### config.mk
export PLATFORM = sky130hd
export DESIGN_NAME = axi_lite_read_xbar
export DESIGN_NICKNAME = d
export VERILOG_FILES = /design/src/rtl/axi_lite_read_xbar.sv
export SDC_FILE = /design/constraint.sdc
export NUM_CORES = 1
export LEC_CHECK = 0
export BUFFER_PORTS_ARGS = -buffer_cell sky130_fd_sc_hd__buf_2
export CAP_MARGIN = 20
export CORE_ASPECT_RATIO = 0.6
export CORE_UTILIZATION = 25
export CTS_CLUSTER_SIZE = 12
export DETAILED_ROUTE_END_ITERATION = 7
export SLEW_MARGIN = 20
export SYNTH_ARGS = -nofsm -noshare
export SYNTH_HDL_FRONTEND = slang
export SYNTH_SLANG_ARGS = --single-unit
### constraint.sdc
create_clock -name clock -period 3.8 [get_ports clock]
set_input_delay 0.19 -clock clock [delete_from_list [all_inputs] [get_ports clock]]
set_output_delay 0.19 -clock clock [all_outputs]
set_load 0.005 [all_outputs]
### src/rtl/axi_lite_read_xbar.sv
`default_nettype none
// ============================================================================
// Module   : axi_lite_read_xbar
// Purpose  : One-master, two-slave AXI-lite read router (S0 = CLINT, S1 = memory)
//            with local DECERR generation for unmapped addresses.
// Revision : 1.0 - initial release
// ============================================================================
module axi_lite_read_xbar #(
    parameter logic [31:0] S0_BASE = 32'h0200_0000,
    parameter logic [31:0] S0_MASK = 32'hFFFF_0000,
    parameter logic [31:0] S1_BASE = 32'h8000_0000,
    parameter logic [31:0] S1_MASK = 32'hF800_0000,
    parameter int          DATA_W  = 32
) (
    input  logic              clock,
    input  logic              reset,
    // master side
    input  logic [31:0]       araddr,
    input  logic              arvalid,
    output logic              arready,
    input  logic              rready,
    output logic [DATA_W-1:0] rdata,
    output logic [1:0]        rresp,
    output logic              rvalid,
    // slave 0 (CLINT)
    output logic [31:0]       s0_araddr,
    output logic              s0_arvalid,
    input  logic              s0_arready,
    output logic              s0_rready,
    input  logic [DATA_W-1:0] s0_rdata,
    input  logic [1:0]        s0_rresp,
    input  logic              s0_rvalid,
    // slave 1 (memory / SoC)
    output logic [31:0]       s1_araddr,
    output logic              s1_arvalid,
    input  logic              s1_arready,
    output logic              s1_rready,
    input  logic [DATA_W-1:0] s1_rdata,
    input  logic [1:0]        s1_rresp,
    input  logic              s1_rvalid,
    // error capture
    output logic              dec_err,
    output logic [31:0]       dec_err_addr
);

    typedef enum logic [2:0] {
        ST_IDLE   = 3'd0,
        ST_ADDR   = 3'd1,
        ST_WAIT_R = 3'd2,
        ST_ERR    = 3'd3,
        ST_RESP   = 3'd4
    } state_t;

    state_t              state_q,        state_d;
    logic [31:0]         addr_q,         addr_d;
    logic                sel_q,          sel_d;
    logic [DATA_W-1:0]   rdata_q,        rdata_d;
    logic [1:0]          rresp_q,        rresp_d;
    logic                rvalid_q,       rvalid_d;
    logic                dec_err_q,      dec_err_d;
    logic [31:0]         dec_err_addr_q, dec_err_addr_d;

    logic                hit0;
    logic                hit1;
    logic                sel_arready;
    logic                sel_rvalid;
    logic [DATA_W-1:0]   sel_rdata;
    logic [1:0]          sel_rresp;

    // S0 wins when both windows match.
    assign hit0 = ((araddr & S0_MASK) == S0_BASE);
    assign hit1 = ((araddr & S1_MASK) == S1_BASE);

    assign sel_arready = sel_q ? s1_arready : s0_arready;
    assign sel_rvalid  = sel_q ? s1_rvalid  : s0_rvalid;
    assign sel_rdata   = sel_q ? s1_rdata   : s0_rdata;
    assign sel_rresp   = sel_q ? s1_rresp   : s0_rresp;

    always_comb begin
        state_d        = state_q;
        addr_d         = addr_q;
        sel_d          = sel_q;
        rdata_d        = rdata_q;
        rresp_d        = rresp_q;
        rvalid_d       = rvalid_q;
        dec_err_d      = dec_err_q;
        dec_err_addr_d = dec_err_addr_q;
        s0_arvalid     = 1'b0;
        s1_arvalid     = 1'b0;
        s0_rready      = 1'b0;
        s1_rready      = 1'b0;

        case (state_q)
            ST_IDLE: begin
                if (arvalid) begin
                    addr_d  = araddr;
                    sel_d   = ~hit0;
                    state_d = (hit0 || hit1) ? ST_ADDR : ST_ERR;
                end
            end
            ST_ADDR: begin
                s0_arvalid = ~sel_q;
                s1_arvalid = sel_q;
                if (sel_arready) begin
                    state_d = ST_WAIT_R;
                end
            end
            ST_WAIT_R: begin
                s0_rready = ~sel_q;
                s1_rready = sel_q;
                if (sel_rvalid) begin
                    rdata_d  = sel_rdata;
                    rresp_d  = sel_rresp;
                    rvalid_d = 1'b1;
                    state_d  = ST_RESP;
                end
            end
            ST_ERR: begin
                rdata_d  = '0;
                rresp_d  = 2'b11;
                rvalid_d = 1'b1;
                // Only the first decode error since reset is recorded.
                if (!dec_err_q) begin
                    dec_err_d      = 1'b1;
                    dec_err_addr_d = addr_q;
                end
                state_d = ST_RESP;
            end
            ST_RESP: begin
                if (rready) begin
                    rvalid_d = 1'b0;
                    state_d  = ST_IDLE;
                end
            end
            default: begin
                state_d = ST_IDLE;
            end
        endcase
    end

    always_ff @(posedge clock) begin
        if (reset) begin
            state_q        <= ST_IDLE;
            addr_q         <= '0;
            sel_q          <= 1'b0;
            rdata_q        <= '0;
            rresp_q        <= 2'b00;
            rvalid_q       <= 1'b0;
            dec_err_q      <= 1'b0;
            dec_err_addr_q <= '0;
        end else begin
            state_q        <= state_d;
            addr_q         <= addr_d;
            sel_q          <= sel_d;
            rdata_q        <= rdata_d;
            rresp_q        <= rresp_d;
            rvalid_q       <= rvalid_d;
            dec_err_q      <= dec_err_d;
            dec_err_addr_q <= dec_err_addr_d;
        end
    end

    assign arready      = (state_q == ST_IDLE);
    assign rdata        = rdata_q;
    assign rresp        = rresp_q;
    assign rvalid       = rvalid_q;
    assign s0_araddr    = addr_q;
    assign s1_araddr    = addr_q;
    assign dec_err      = dec_err_q;
    assign dec_err_addr = dec_err_addr_q;

endmodule
`default_nettype wire

## After elaboration in Yosys (flattened, before gate mapping)

Cells that the tools add are included.
Widths: inputs -> output; s select.

- Shifts and indexed selects: 0
- Magnitude comparators: 0
- Divide/modulo/power cells: 0
- Reduce and logical (&&, ||, !) cells: 9
- Mux-type cells: 21
- Equality and inequality tests: 10
- Bitwise operators: 3
- Add/subtract/negate cells: 0
- $mul: 0

Operators with widths:

| operator | count |
|---|---|
| $mux 32 | 2 |
| $pmux 32 s2 | 1 |
| $eq 16x10->1 const B | 1 |
| $pmux 3 s5 | 1 |
| $mux 3 | 4 |
| $mux 1 | 8 |
| $ne 2x2->1 const B | 4 |
| $eq 3x2->1 const B | 2 |
| $mux 2 | 3 |
| $reduce_and 2->1 | 3 |
| $eq 5x5->1 const B | 1 |
| $pmux 2 s2 | 1 |
| $reduce_and 4->1 | 1 |
| $eq 3x1->1 const B | 1 |
| $eq 3x3->1 const B | 1 |
| $logic_not 3->1 | 1 |
| $not 1->1 | 3 |
| $pmux 1 s3 | 1 |
| $reduce_and 3->1 | 1 |
| $reduce_bool 3->1 | 1 |
| $reduce_bool 2->1 | 1 |
| $logic_or 1x1->1 | 1 |

- Memory bits (read-only): 0
- Output and inout bits: 137
- Input bits: 108
- Memories: 0
- Bits in latches: 0
- Memory bits (writable): 0
- Word-level logic and storage cells: 51
- Register bits: 104

## Logic depth before layout (Yosys ltp)

- Word-level depth: 5
- Depth in mapped cells: 7
- Gate-level depth less buffers: 4

## Least setup slack after synthesis

OpenSTA, ideal clock, no wires.

- Path type: register to register
- Start point: register sel_q
- End point: register rdata_q[10] (netlist: rdata[10])
- Slack: 2401 ps
- Arrival time: 1271 ps
- Required time: 3672 ps
- Setup time: 128 ps
- Period minus slack after synthesis: 1399 ps
- Stages on the path, launching flop included: 8
- Path buffers: 3
- Cell sequence: dfxtp_1 -> buf_4 -> mux2i_1 -> a21oi_2 -> buf_6 -> buf_6 -> mux2i_1 -> nor2_1

- Word-level cells in the longest chain between the ends: 3
- Elaborated cells on any way between the ends: 6
- Classes of those cells: eq/ne (1); mux (4); reduce/logical (1)

RTL lines:

| item | line | source |
|---|---|---|
| start, declared | 56 | `logic sel_q, sel_d;` |
| start signal, assigned | 154 | `sel_q <= sel_d;` |
| $mux 32 / $mux 1 (equally long branches) | 76, 75 |  |
| $mux 32 / $ne 2x2->1 (equally long branches) | n/a |  |
| $pmux 32 s2 / $reduce_and 2->1 (equally long branches) | n/a |  |
| end signal, assigned | 155 | `rdata_q <= rdata_d;` |
| end, declared | 57 | `logic [DATA_W-1:0] rdata_q, rdata_d;` |

Parallel ways exist; a longest one is shown, timed or not. The select of a mux whose other input is x is not followed.
A chain may end at the register's enable or synchronous reset.

## Final worst setup path

- Start point: register state_q[1]
- End point: register rdata_q[10] (netlist: rdata[10])

- Word-level cells in the longest chain between the ends: 3
- Elaborated cells on any way between the ends: 6
- Classes of those cells: eq/ne (3); mux (1); reduce/logical (2)

RTL lines:

| item | line | source |
|---|---|---|
| start, declared | 54 | `state_t state_q, state_d;` |
| start signal, assigned | 152 | `state_q <= state_d;` |
| $eq 3x2->1 | 93 | `case (state_q)` |
| $ne 2x2->1 (no source line) / $reduce_bool 2->1 (equally long branches) | n/a |  |
| $reduce_and 2->1 (no source line) | n/a |  |

Parallel ways exist; a longest one is shown, timed or not.

==> impl_metrics.toml <==
[route]
via_count = 4238
wl_um = 13000
drc = 0
dr.pass1.iters = 4
wl_per_cell_um = 13.4
avgViaCountPerCell = 4.35
antenna_left = 0
first_iter_violations = 253

[synth]
synth_top_area_share_pct = 46.3
synth_edf_count = 0
ys_seq_area_share_pct = 46.3
synth.net_count = 652
ys_types = 26
synthTopCellsByArea = "dfxtp_1 46%, mux2i_1 15%, nand2_1 11%"
syn_avg_cell_area_um2 = 8.27
synthTopCellsByCount = "133 x nand2_1, 104 x dfxtp_1, 74 x nor2_1"
synthCells = 544
synth_top_area_cell = "dfxtp_1"
yosys.cell_count.top_type = "nand2_1"
syn_area_um2 = 4500
ys_seq_elements = 104
ys_warn_count = 0
async_reset_ff_share_pct = 0
ys.flop_type = "dfxtp_1"

[sta]
post-route-period-util_pct = 57.5
tns_ns = 0
tightest_slew_ns = 0.806
hold_viol = 0
rsz0062_at_grt = "no"
finalSetupViolCount = 0
fmax_mhz = 458
drv_slew = 0
slew_headroom_pct = 46.3
period_minus_slack_ns = 2.19
skew_ns = 0.0107

[floorplanning]
die_w_um = 175
dieArea_um2 = 18500
start_util_pct = 25.9
core.rowCount = 37
coreArea_um2 = 17400
num_io_pins = 245
chipHeight_um = 106

[hold_path]
hp-start = "araddr[11]"
hp-class = "input pin to flop"

[power_and_ir_drop]
p_per_area_nw_per_um2 = 459
peakVddDrop_mv = 0.224
power.total_mw = 2.73
p_leak_nw = 2.77

[clock_tree]
cts_max_level = 3
cts_tree = "yes"
cts.sinks = 104
cts_buffers = 9
clkTransAtPathRegs_ns = 0.08
cts_setup_buffers = 0
clock_latency_ns = 0.34
cts-root-buf = "clkbuf_16"
cts_hold_buf = 0
clock_path_buffers = 2
cts.repair.resized = 0

[placed_design]
gp_congestion = 0.764
portBuffers = 244
hpwl_um = 9080

[status]
status = "finished, final reports clean"

[critical_path]
r2r_start = "state_q[1]$_SDFFE_PP0P_"
cp-start-kind = "flop"
cp-end-kind = "flop"
required_ns = 4.00
crit_type = "flop to flop"
rrSetupSlack_ns = 1.61
startpoint = "state_q[1]$_SDFFE_PP0P_"
arrival_ns = 2.39
crit_fanout = 20

[global_route]
grt_pass1_vias = 3739
grt_pass1_wl_um = 19800
antenna_found_initial = 0
track_usage_pct = 13.7
grt_max_degree = 105
gr-total-overflow = 0

[flow_run]
timing.max_cap.violations = 0

[finish]
areaGrowthSynthToFinish_pct = 32.2
n_antenna_cell = 0
nets = 843
drive_above_1_share_pct = 36.6
finish.utilization_pct = 34.2
==> metal layers <==
layer / GRT usage (%) / wire length, µm / up-vias
met5: 0 / 0 / -
met4: 3.42 / 131 / 0
met1: 18.5 / 6180 / 1910
met2: 21.1 / 5690 / 191
met3: 4.00 / 1020 / 11
li1: - / - / 2126
==> metrics by stage <==
step           hold WS (ns)  cells  area, µm²  worst slack [ns]
2_1_floorplan         0.326    544       4500              2.40
3_3_place_gp          0.432    958       5640              1.67
3_5_place_dp          0.438    958       5640              1.59
4_1_cts              0.0588    974       5940              1.59
5_1_grt              0.0700    974       5950              1.43
6_report             0.0786    974       5950              1.61
==> sequential cells by signal, indices dropped and copies added (netlist names) <==
register / cells
rvalid: 1
rresp: 2
sel_q: 1
s0_araddr: 32
dec_err_addr: 32
dec_err: 1
rdata: 32
state_q: 3
==> where the power goes <==
part           leakage (nW)  total (mW)  switching [mW]  internal, mW
registers             0.846        1.23          0.0614          1.17
logic                  1.79       0.534           0.292         0.242
clock network         0.142       0.965           0.444         0.522
total                  2.77        2.73           0.797          1.93
==> placed cells by master (no fill, tap or decap), types with 2 or more instances in the layout <==
| master | n |
|---|---|
| a211oi_1 | 4 |
| a21oi_1 | 65 |
| a31oi_1 | 2 |
| and2_1 | 2 |
| buf_2 | 243 |
| buf_4 | 6 |
| clkbuf_16 | 9 |
| clkinvlp_4 | 2 |
| dfxtp_1 | 103 |
| inv_1 | 2 |
| inv_6 | 2 |
| mux2i_1 | 66 |
| nand2_1 | 133 |
| nor2_1 | 74 |
| nor2b_1 | 3 |
| nor3_1 | 3 |
| nor3b_1 | 3 |
| nor4_1 | 3 |
==> critical path, stage by stage, from the launching register on <==
cell and delay [ns]:
dfxtp_1 0.45, nand2b_1 0.22, a21oi_4 0.62, buf_4 0.45
mux2i_1 0.25, nor2_1 0.05
==> final timing paths <==
kind | end | depth (start not counted)
worst min-delay path | s0_araddr[11]$_SDFFE_PP0P_ | 3
worst min register to register | dec_err_addr[16]$_SDFFE_PP0P_ | 2
worst max register to register | rdata[10]$_SDFFE_PP0P_ | 5
worst max-delay path | rdata[10]$_SDFFE_PP0P_ | 5
==> final cells by class <==
| class | count | area, µm² |
|---|---|---|
| fill | 1858 | 11400 |
| sequential | 104 | 2080 |
| multi-input combinational | 367 | 1980 |
| timing repair buffer | 250 | 1270 |
| tap | 234 | 293 |
| clock buffer | 10 | 229 |
| clock inverter | 6 | 73.8 |
| inverter | 3 | 11.3 |
==> cell families (layout without fill, tap and decap cells) <==
kind of cell / count (synthesis) / in the layout / share of synthesized area [%]
AND/OR/NAND/NOR: 227 / 227 / 20.3
multiplexers: 66 / 66 / 14.7
AO/OA/AOI/OAI: 74 / 74 / 8.76
buffers and inverters: 73 / 269 / 9.91
flip-flops: 104 / 104 / 46.3
Power figures use the tool's default switching activity.
